==> config.mk <==
export PLATFORM = sky130hd
export DESIGN_NAME = arb_request_frontend_flat
export DESIGN_NICKNAME = d
export VERILOG_FILES = /design/src/rtl/arb_pkg.sv /design/src/rtl/arb_request_frontend_if.sv /design/src/rtl/arb_client_slot.sv /design/src/rtl/arb_request_frontend.sv /design/src/flat_wrapper.sv
export SDC_FILE = /design/constraint.sdc
export NUM_CORES = 1
export LEC_CHECK = 0
export CAP_MARGIN = 0
export CELL_PAD_IN_SITES_DETAIL_PLACEMENT = 1
export CELL_PAD_IN_SITES_GLOBAL_PLACEMENT = 1
export CORE_MARGIN = 2
export CORE_UTILIZATION = 32
export CTS_CLUSTER_SIZE = 40
export DETAILED_ROUTE_END_ITERATION = 10
export GPL_TIMING_DRIVEN = 0
export PLACE_DENSITY = 0.86
export SYNTH_ARGS = -nofsm -noshare
export SYNTH_HDL_FRONTEND = slang
export SYNTH_SLANG_ARGS = --single-unit
==> constraint.sdc <==
create_clock -name clk -period 3.06 [get_ports clk]
set_input_delay 0.612 -clock clk [delete_from_list [all_inputs] [get_ports clk]]
set_output_delay 0.612 -clock clk [all_outputs]
set_load 0.01 [all_outputs]
==> src/rtl/arb_pkg.sv <==
`default_nettype none
// ============================================================================
//  Module      : arb_pkg
//  Description : Shared types and helpers for the matrix arbiter and its
//                requestor-side frontend: client state encoding, priority
//                entry indexing and age-level saturation.
//  Revision    : 1.0 - initial release
// ============================================================================
package arb_pkg;

    // Per-client life cycle: idle, waiting for a grant, owning the channel
    typedef enum logic [1:0] {
        CS_IDLE = 2'd0,
        CS_WAIT = 2'd1,
        CS_OWN  = 2'd2
    } client_state_e;

    // Bit offset of priority entry (i,j) in the flattened priority matrix
    function automatic int prio_idx(input int i, input int j, input int n, input int pw);
        return (i * n + j) * pw;
    endfunction

    // Priority level of a waiter: age divided by 2^shift, clamped to the entry range
    function automatic int sat_level(input int age, input int shift, input int pw);
        int lvl;
        int lmax;
        lvl  = age >> shift;
        lmax = (1 << pw) - 1;
        return (lvl > lmax) ? lmax : lvl;
    endfunction

endpackage
`default_nettype wire

==> src/rtl/arb_request_frontend_if.sv <==
`default_nettype none
// ============================================================================
//  Module      : arb_request_frontend_if
//  Description : Bundle of client request, arbiter and downstream beat
//                signals around the request frontend. The frontend uses the
//                slave view; the surrounding environment uses the master view.
//  Revision    : 1.0 - initial release
// ============================================================================
interface arb_request_frontend_if #(
    parameter int NUM_REQUESTORS = 4,
    parameter int PRIORITY_WIDTH = 2,
    parameter int BURST_W        = 3
);
    logic [NUM_REQUESTORS-1:0]                               cli_valid;
    logic [NUM_REQUESTORS*BURST_W-1:0]                       cli_len;
    logic [NUM_REQUESTORS-1:0]                               cli_ready;
    logic [NUM_REQUESTORS-1:0]                               req;
    logic [NUM_REQUESTORS*NUM_REQUESTORS*PRIORITY_WIDTH-1:0] priority_matrix;
    logic [NUM_REQUESTORS-1:0]                               grant;
    logic                                                    grant_valid;
    logic [NUM_REQUESTORS-1:0]                               xfer_owner;
    logic                                                    beat_valid;
    logic                                                    beat_last;
    logic                                                    beat_ready;

    // Environment side: clients, arbiter and downstream sink
    modport master (
        output cli_valid, cli_len, grant, grant_valid, beat_ready,
        input  cli_ready, req, priority_matrix, xfer_owner, beat_valid, beat_last
    );

    // Frontend side
    modport slave (
        input  cli_valid, cli_len, grant, grant_valid, beat_ready,
        output cli_ready, req, priority_matrix, xfer_owner, beat_valid, beat_last
    );
endinterface
`default_nettype wire

==> src/rtl/arb_client_slot.sv <==
`default_nettype none
// ============================================================================
//  Module      : arb_client_slot
//  Description : One client's IDLE/WAIT/OWN state machine, burst length latch
//                and waiting-age counter. Age counting is compiled in only
//                when ARB_FRONTEND_AGING_EN is defined.
//  Revision    : 1.0 - initial release
// ============================================================================
module arb_client_slot
    import arb_pkg::*;
#(
    parameter int PRIORITY_WIDTH = 2,
    parameter int BURST_W        = 3,
    parameter int AGE_SHIFT      = 2
) (
    input  logic                      clk,
    input  logic                      reset,
    input  logic                      cli_valid_i,
    input  logic [BURST_W-1:0]        cli_len_i,
    input  logic                      take_i,
    input  logic                      done_i,
    output logic                      cli_ready_o,
    output logic                      req_o,
    output logic                      wait_o,
    output logic                      own_o,
    output logic [BURST_W-1:0]        len_o,
    output logic [PRIORITY_WIDTH-1:0] level_o
);
    client_state_e      state_q;
    client_state_e      state_d;
    logic [BURST_W-1:0] len_q;

    // State register
    always_ff @(posedge clk or posedge reset) begin
        if (reset) state_q <= CS_IDLE;
        else       state_q <= state_d;
    end

    // Next state: accept while idle, take ownership on a selected grant,
    // release on the final beat handshake
    always_comb begin
        state_d = state_q;
        case (state_q)
            CS_IDLE: if (cli_valid_i) state_d = CS_WAIT;
            CS_WAIT: if (take_i)      state_d = CS_OWN;
            CS_OWN:  if (done_i)      state_d = CS_IDLE;
            default:                  state_d = CS_IDLE;
        endcase
    end

    // Outputs decoded from the registered state
    always_comb begin
        cli_ready_o = (state_q == CS_IDLE);
        wait_o      = (state_q == CS_WAIT);
        own_o       = (state_q == CS_OWN);
        req_o       = (state_q == CS_WAIT) || (state_q == CS_OWN);
    end

    // Burst length is captured only on the accept handshake
    always_ff @(posedge clk or posedge reset) begin
        if (reset)                                  len_q <= '0;
        else if (state_q == CS_IDLE && cli_valid_i) len_q <= cli_len_i;
    end

    assign len_o = len_q;

`ifdef ARB_FRONTEND_AGING_EN
    localparam int AGE_W = AGE_SHIFT + PRIORITY_WIDTH;

    logic [AGE_W-1:0] age_q;
    logic [AGE_W-1:0] age_d;

    // Age grows while waiting, is frozen while owning and clears on release
    always_comb begin
        age_d = age_q;
        case (state_q)
            CS_WAIT: if (age_q != {AGE_W{1'b1}}) age_d = age_q + AGE_W'(1);
            CS_OWN:  if (done_i)                 age_d = '0;
            default:                             age_d = '0;
        endcase
    end

    // Age register
    always_ff @(posedge clk or posedge reset) begin
        if (reset) age_q <= '0;
        else       age_q <= age_d;
    end

    assign level_o = PRIORITY_WIDTH'(sat_level(int'(age_q), AGE_SHIFT, PRIORITY_WIDTH));
`else
    // Without aging every client sits permanently at level zero
    assign level_o = PRIORITY_WIDTH'(sat_level(0, AGE_SHIFT, PRIORITY_WIDTH));
`endif

endmodule
`default_nettype wire

==> src/rtl/arb_request_frontend.sv <==
`default_nettype none
// ============================================================================
//  Module      : arb_request_frontend
//  Description : Requestor-side companion of the matrix arbiter. Collects
//                client bursts, presents req and an age-based priority
//                matrix, picks the owner from the registered grant and
//                serialises the owner's burst onto one beat channel.
//                Optional feature macro: ARB_FRONTEND_AGING_EN (age counters
//                and priority matrix; when undefined the matrix is all zero).
//  Revision    : 1.0 - initial release
// ============================================================================
module arb_request_frontend
    import arb_pkg::*;
#(
    parameter int NUM_REQUESTORS = 4,
    parameter int PRIORITY_WIDTH = 2,
    parameter int BURST_W        = 3,
    parameter int AGE_SHIFT      = 2
) (
    input  logic                  clk,
    input  logic                  reset,
    arb_request_frontend_if.slave fe_if
);
    localparam int N = NUM_REQUESTORS;

    logic [N-1:0]              w_ready;
    logic [N-1:0]              w_req;
    logic [N-1:0]              w_wait;
    logic [N-1:0]              w_own;
    logic [N-1:0]              w_take;
    logic [BURST_W-1:0]        w_len   [N];
    logic [PRIORITY_WIDTH-1:0] w_level [N];

    logic               w_any_own;
    logic [BURST_W-1:0] w_owner_len;
    logic               w_beat_hs;
    logic               w_beat_last;
    logic               w_done;
    logic [BURST_W-1:0] count_q;
    logic [BURST_W-1:0] count_d;

    genvar gi;
    genvar gj;

    generate
        for (gi = 0; gi < N; gi++) begin : g_slot
            arb_client_slot #(
                .PRIORITY_WIDTH (PRIORITY_WIDTH),
                .BURST_W        (BURST_W),
                .AGE_SHIFT      (AGE_SHIFT)
            ) u_slot (
                .clk         (clk),
                .reset       (reset),
                .cli_valid_i (fe_if.cli_valid[gi]),
                .cli_len_i   (fe_if.cli_len[gi*BURST_W +: BURST_W]),
                .take_i      (w_take[gi]),
                .done_i      (w_done),
                .cli_ready_o (w_ready[gi]),
                .req_o       (w_req[gi]),
                .wait_o      (w_wait[gi]),
                .own_o       (w_own[gi]),
                .len_o       (w_len[gi]),
                .level_o     (w_level[gi])
            );
        end
    endgenerate

    // Owner length: ownership is one-hot, so an AND-OR mux is sufficient
    always_comb begin
        w_owner_len = '0;
        for (int i = 0; i < N; i++) begin
            w_owner_len = w_owner_len | (w_len[i] & {BURST_W{w_own[i]}});
        end
    end

    assign w_any_own   = |w_own;
    assign w_beat_hs   = w_any_own & fe_if.beat_ready;
    assign w_beat_last = w_any_own & (count_q == w_owner_len);
    assign w_done      = w_beat_hs & w_beat_last;

    // Owner selection: lowest-indexed waiting client with its grant set.
    // The channel counts as free on the final-beat edge of the current owner
    // too, so a pending grant hands over without an empty cycle. Grant bits
    // of idle or owning clients never qualify, which filters stale grants.
    always_comb begin
        logic found;
        found  = 1'b0;
        w_take = '0;
        if (fe_if.grant_valid && (!w_any_own || w_done)) begin
            for (int i = 0; i < N; i++) begin
                if (!found && w_wait[i] && fe_if.grant[i]) begin
                    w_take[i] = 1'b1;
                    found     = 1'b1;
                end
            end
        end
    end

    // Beat counter next value: advance per handshake, rewind on the last beat
    always_comb begin
        count_d = count_q;
        if (w_beat_hs) count_d = w_beat_last ? '0 : count_q + BURST_W'(1);
    end

    // Beat counter register
    always_ff @(posedge clk or posedge reset) begin
        if (reset) count_q <= '0;
        else       count_q <= count_d;
    end

    // Priority matrix: row i carries client i's level, diagonal is zero
    generate
        for (gi = 0; gi < N; gi++) begin : g_row
            for (gj = 0; gj < N; gj++) begin : g_col
                localparam int IDX = prio_idx(gi, gj, N, PRIORITY_WIDTH);
                if (gi == gj) begin : g_diag
                    assign fe_if.priority_matrix[IDX +: PRIORITY_WIDTH] = '0;
                end else begin : g_off
                    assign fe_if.priority_matrix[IDX +: PRIORITY_WIDTH] = w_level[gi];
                end
            end
        end
    endgenerate

    assign fe_if.cli_ready  = w_ready;
    assign fe_if.req        = w_req;
    assign fe_if.xfer_owner = w_own;
    assign fe_if.beat_valid = w_any_own;
    assign fe_if.beat_last  = w_beat_last;

endmodule
`default_nettype wire
==> src/flat_wrapper.sv <==
// flat-port wrapper written by rule: the top's interface ports become plain ports
module arb_request_frontend_flat import arb_pkg::*;
#(
    parameter int NUM_REQUESTORS = 4,
    parameter int PRIORITY_WIDTH = 2,
    parameter int BURST_W        = 3,
    parameter int AGE_SHIFT      = 2
)
  (clk, reset, fe_if_cli_valid, fe_if_cli_len, fe_if_grant, fe_if_grant_valid, fe_if_beat_ready, fe_if_cli_ready, fe_if_req, fe_if_priority_matrix, fe_if_xfer_owner, fe_if_beat_valid, fe_if_beat_last);
  arb_request_frontend_if #(.NUM_REQUESTORS(NUM_REQUESTORS), .PRIORITY_WIDTH(PRIORITY_WIDTH), .BURST_W(BURST_W)) fe_if_i ();
  input  logic clk;
  input  logic reset;
  input wire logic [$bits(fe_if_i.cli_valid)-1:0] fe_if_cli_valid;
  input wire logic [$bits(fe_if_i.cli_len)-1:0] fe_if_cli_len;
  input wire logic [$bits(fe_if_i.grant)-1:0] fe_if_grant;
  input wire logic [$bits(fe_if_i.grant_valid)-1:0] fe_if_grant_valid;
  input wire logic [$bits(fe_if_i.beat_ready)-1:0] fe_if_beat_ready;
  output wire logic [$bits(fe_if_i.cli_ready)-1:0] fe_if_cli_ready;
  output wire logic [$bits(fe_if_i.req)-1:0] fe_if_req;
  output wire logic [$bits(fe_if_i.priority_matrix)-1:0] fe_if_priority_matrix;
  output wire logic [$bits(fe_if_i.xfer_owner)-1:0] fe_if_xfer_owner;
  output wire logic [$bits(fe_if_i.beat_valid)-1:0] fe_if_beat_valid;
  output wire logic [$bits(fe_if_i.beat_last)-1:0] fe_if_beat_last;
  assign fe_if_i.cli_valid = fe_if_cli_valid;
  assign fe_if_i.cli_len = fe_if_cli_len;
  assign fe_if_i.grant = fe_if_grant;
  assign fe_if_i.grant_valid = fe_if_grant_valid;
  assign fe_if_i.beat_ready = fe_if_beat_ready;
  assign fe_if_cli_ready = fe_if_i.cli_ready;
  assign fe_if_req = fe_if_i.req;
  assign fe_if_priority_matrix = fe_if_i.priority_matrix;
  assign fe_if_xfer_owner = fe_if_i.xfer_owner;
  assign fe_if_beat_valid = fe_if_i.beat_valid;
  assign fe_if_beat_last = fe_if_i.beat_last;
  arb_request_frontend #(.NUM_REQUESTORS(NUM_REQUESTORS), .PRIORITY_WIDTH(PRIORITY_WIDTH), .BURST_W(BURST_W), .AGE_SHIFT(AGE_SHIFT)) u_core (.clk(clk), .reset(reset), .fe_if(fe_if_i));
endmodule
==> flow_summary_export.csv <==
group,metric,value,unit
run_status,status,"finished clean",
global_route,grt_usage,14.1,%
pwr,power_density,962,nW/µm²
floorplan,num_rows,26,
timing,drv_slew,0,
clock_tree,path_clk_slew,90,ps
global_route,gr-total-overflow,0,
worst_setup_path,cp.required,2450,ps
timing,hold_ws,513,ps
route,wl_per_cell,13.2,µm
timing,hold_viol_final,0,
clock_tree,root_buffer,"clkbuf_8",
timing,fin_skew,8.96,ps
global_route,grt.met1_usage,16.6,%
global_route,antenna_found_initial,0,
worst_setup_path,arrival,2100,ps
clock_tree,clockBufferDepth,2,
clock_tree,numClockSinks,23,
floorplan,start_util,33.8,%
final_layout,final_common_cell,"buf_4",
synth,netlist_area,1760,µm²
timing,worstMarginPinSlew,909,ps
placed_design,dp_slack,-76.6,ps
global_route,grt_max_degree,24,
placed_design,io_buffers,37,
global_route,grt_busiest_layer,"met2",
worst_setup_path,startpoint_type,"register",
clock_tree,ctsHtreeMaxLevel,1,
pwr,p_leak,1.20,nW
timing,fin_crit_sh,88.8,%
synth,post_synth_num_cell_types,38,
synth,ys_ff_latch,23,
synth,syn_avg_cell_area,9.99,µm²
route,routed_wl,4.23,mm
global_route,gr-usage-met2,26.5,%
final_layout,antennaDiodeCount,0,
floorplan,dieArea,6100,µm²
synth,syn_inst,176,
placed_design,placed_cell_area,2330,µm²
job,maxCapViolCount,0,
global_route,grt_pass1_vias,1460,
timing,finalWorstSetupSlack,344,ps
synth,synth.yosys.warnings,0,
floorplan,dieHeight,78.1,µm
hold_path,worstHoldPathType,"register to register",
final_layout,finalNetCount,290,
floorplan,ios,70,
worst_setup_path,crit_family,"simple AND/OR/NAND/NOR gates",
synth,yosysSeqAreaShare,32.7,%
timing,period_needed,2720,ps
worst_setup_path,crit_slowest_cell,"or4_4",
timing,rsz0062_at_grt,"no",
final_layout,mostFrequentLayoutCells,"47 x buf_4, 36 x clkdlybuf4s50_1, 32 x conb_1, 23 x dfrtp_1, 14 x mux2_2",
global_route,grt_pass1_wl,6.94,mm
worst_setup_path,worstSetupPathType,"register to primary output",
route,vias,1397,
route,vias_per_cell,4.37,
worst_setup_path,crit_path_end_kind,"primary output",
route,route.detailed.drc,0,
route,antenna_left,0,
clock_tree,cts_tree,"yes",
route,dr.pass1.iters,4,
timing,max_slew_margin,39.3,%
worst_setup_path,crit_path_max_incr_delay,640,ps
route,drtIter0Drc,70,
floorplan,die_w,78.1,µm
worst_setup_path,critical_path_buf_inv_count,2,
pwr,vdd_drop_max,0.319,mV
worst_setup_path,crit_chain,"inv_1 > ha_2 > or4_4 > clkdlybuf4s50_1",
final_layout,drive_gt1_share,31.2,%
clock_tree,clkLatencyLatePin,270,ps
placed_design,hpwl,3.35,mm
final_layout,finalInstanceArea,2420,µm²
worst_setup_path,crit_fanout,12,
timing,finalSetupViolCount,0,
clock_tree,numCtsBuffers,3,
final_layout,syn2layout_area_growth,37.9,%
floorplan,core_area,5200,µm²
global_route,grtUsageMet3,2.41,%
placed_design,place_congestion,0.739,
timing,fmax,368,MHz
==> synth_stat cells <==
cell	number	area share [%]
nand2b_1	1	0.36
buf_4	44	19
nor2b_1	2	0.71
and3_2	1	0.43
o21a_1	1	0.43
a221oi_2	1	0.85
nor3_1	2	0.57
nand3_2	1	0.57
buf_2	1	0.28
nor2_1	4	0.85
dfrtp_1	23	33
o21ai_0	4	1.1
nand2_1	13	2.8
a22o_1	1	0.50
and2b_2	1	0.50
and3_1	2	0.71
a211oi_1	1	0.43
ha_1	15	11
a21boi_0	1	0.43
nand4_1	2	0.71
mux2_1	4	2.6
mux2_2	14	9.0
nor4_4	1	1.2
a31oi_1	3	1.1
inv_1	11	2.3
and2b_1	1	0.43
nand3_1	3	0.85
a41oi_1	1	0.50
conb_1	1	0.21
o22a_1	2	1.0
a22oi_1	4	1.7
a221o_1	1	0.57
or4_2	1	0.50
a21oi_1	4	1.1
a21o_1	1	0.43
xor2_2	1	0.93
a21o_2	1	0.50
a221o_2	1	0.64
==> layout make-up <==
cell class | count | area, µm²
inverter | 11 | 41.3
clock buffer | 4 | 45.0
buffer | 44 | 330
fill | 619 | 2780
timing repair buffer | 40 | 395
tap | 70 | 87.6
sequential | 23 | 576
multi-input combinational | 128 | 950
==> sequential cells by signal (all words and copies together), names as in the netlist <==
name,flops
u_core.g_slot.u_slot.state_q,8
u_core.count_q,3
u_core.g_slot.u_slot.len_o,12
==> where the power goes <==
group          switching, W  internal, W
clock network      0.000101    0.0000931
registers          0.000127     0.000458
logic              0.000699     0.000856
==> what timing repair did <==
| item | in CTS | in global routing |
|---|---|---|
| resized for setup | 5 | 3 |
| setup buffers | 2 | 1 |
| setup endpoints to repair | 2 | 1 |
| pin swaps | 2 | 1 |
| hold buffers | 0 | 0 |
==> layer usage <==
| layer | part of all wire, % | vias to the layer above |
|---|---|---|
| li1 | - | 674 |
| met1 | 41 | 673 |
| met2 | 53 | 44 |
| met3 | 4.4 | 6 |
| met4 | 1.2 | 0 |
| met5 | 0 | - |
==> cell families after synthesis <==
family / synth area share (%)
flops: 32.7
fa+ha+maj: 10.7
xor+xnor: 0.926
other cells: 0.213
compound gates: 11.3
simple gates: 11.2
buf+inv: 21.4
mux: 11.5
==> stage by stage <==
| step | std cells | setup TNS (ps) | power (W) | util (%) |
|---|---|---|---|---|
| 6_report | 320 | 0 | 0.00233 | 46.6 |
| 5_1_grt | 320 | 0 | 0.00253 | 46.6 |
| 4_1_cts | 319 | 0 | 0.00232 | 46.1 |
| 3_5_place_dp | 314 | -76.6 | 0.00206 | 44.8 |
| 3_3_place_gp | 314 | -18.9 | 0.00199 | 44.8 |
| 2_1_floorplan | 207 | 0 | 0.00156 | - |
==> worst paths after layout <==
kind	start	to	slack, ps	depth (start not counted)
setup / recovery	u_core.g_slot[2].u_slot.state_q[0]	fe_if_beat_valid	340	4
hold / removal	u_core.g_slot[2].u_slot.len_o[2]	u_core.g_slot[2].u_slot.len_o[2]	510	1
setup reg to reg	u_core.g_slot[0].u_slot.state_q[0]	u_core.g_slot[0].u_slot.state_q[1]	500	9
hold reg to reg	u_core.g_slot[2].u_slot.len_o[2]	u_core.g_slot[2].u_slot.len_o[2]	510	1
max in group asynchronous	reset	u_core.g_slot[2].u_slot.state_q[0]	1660	2
min in group asynchronous	reset	u_core.g_slot[2].u_slot.len_o[0]	830	2
No activity file was read; power rests on OpenSTA's default activity.
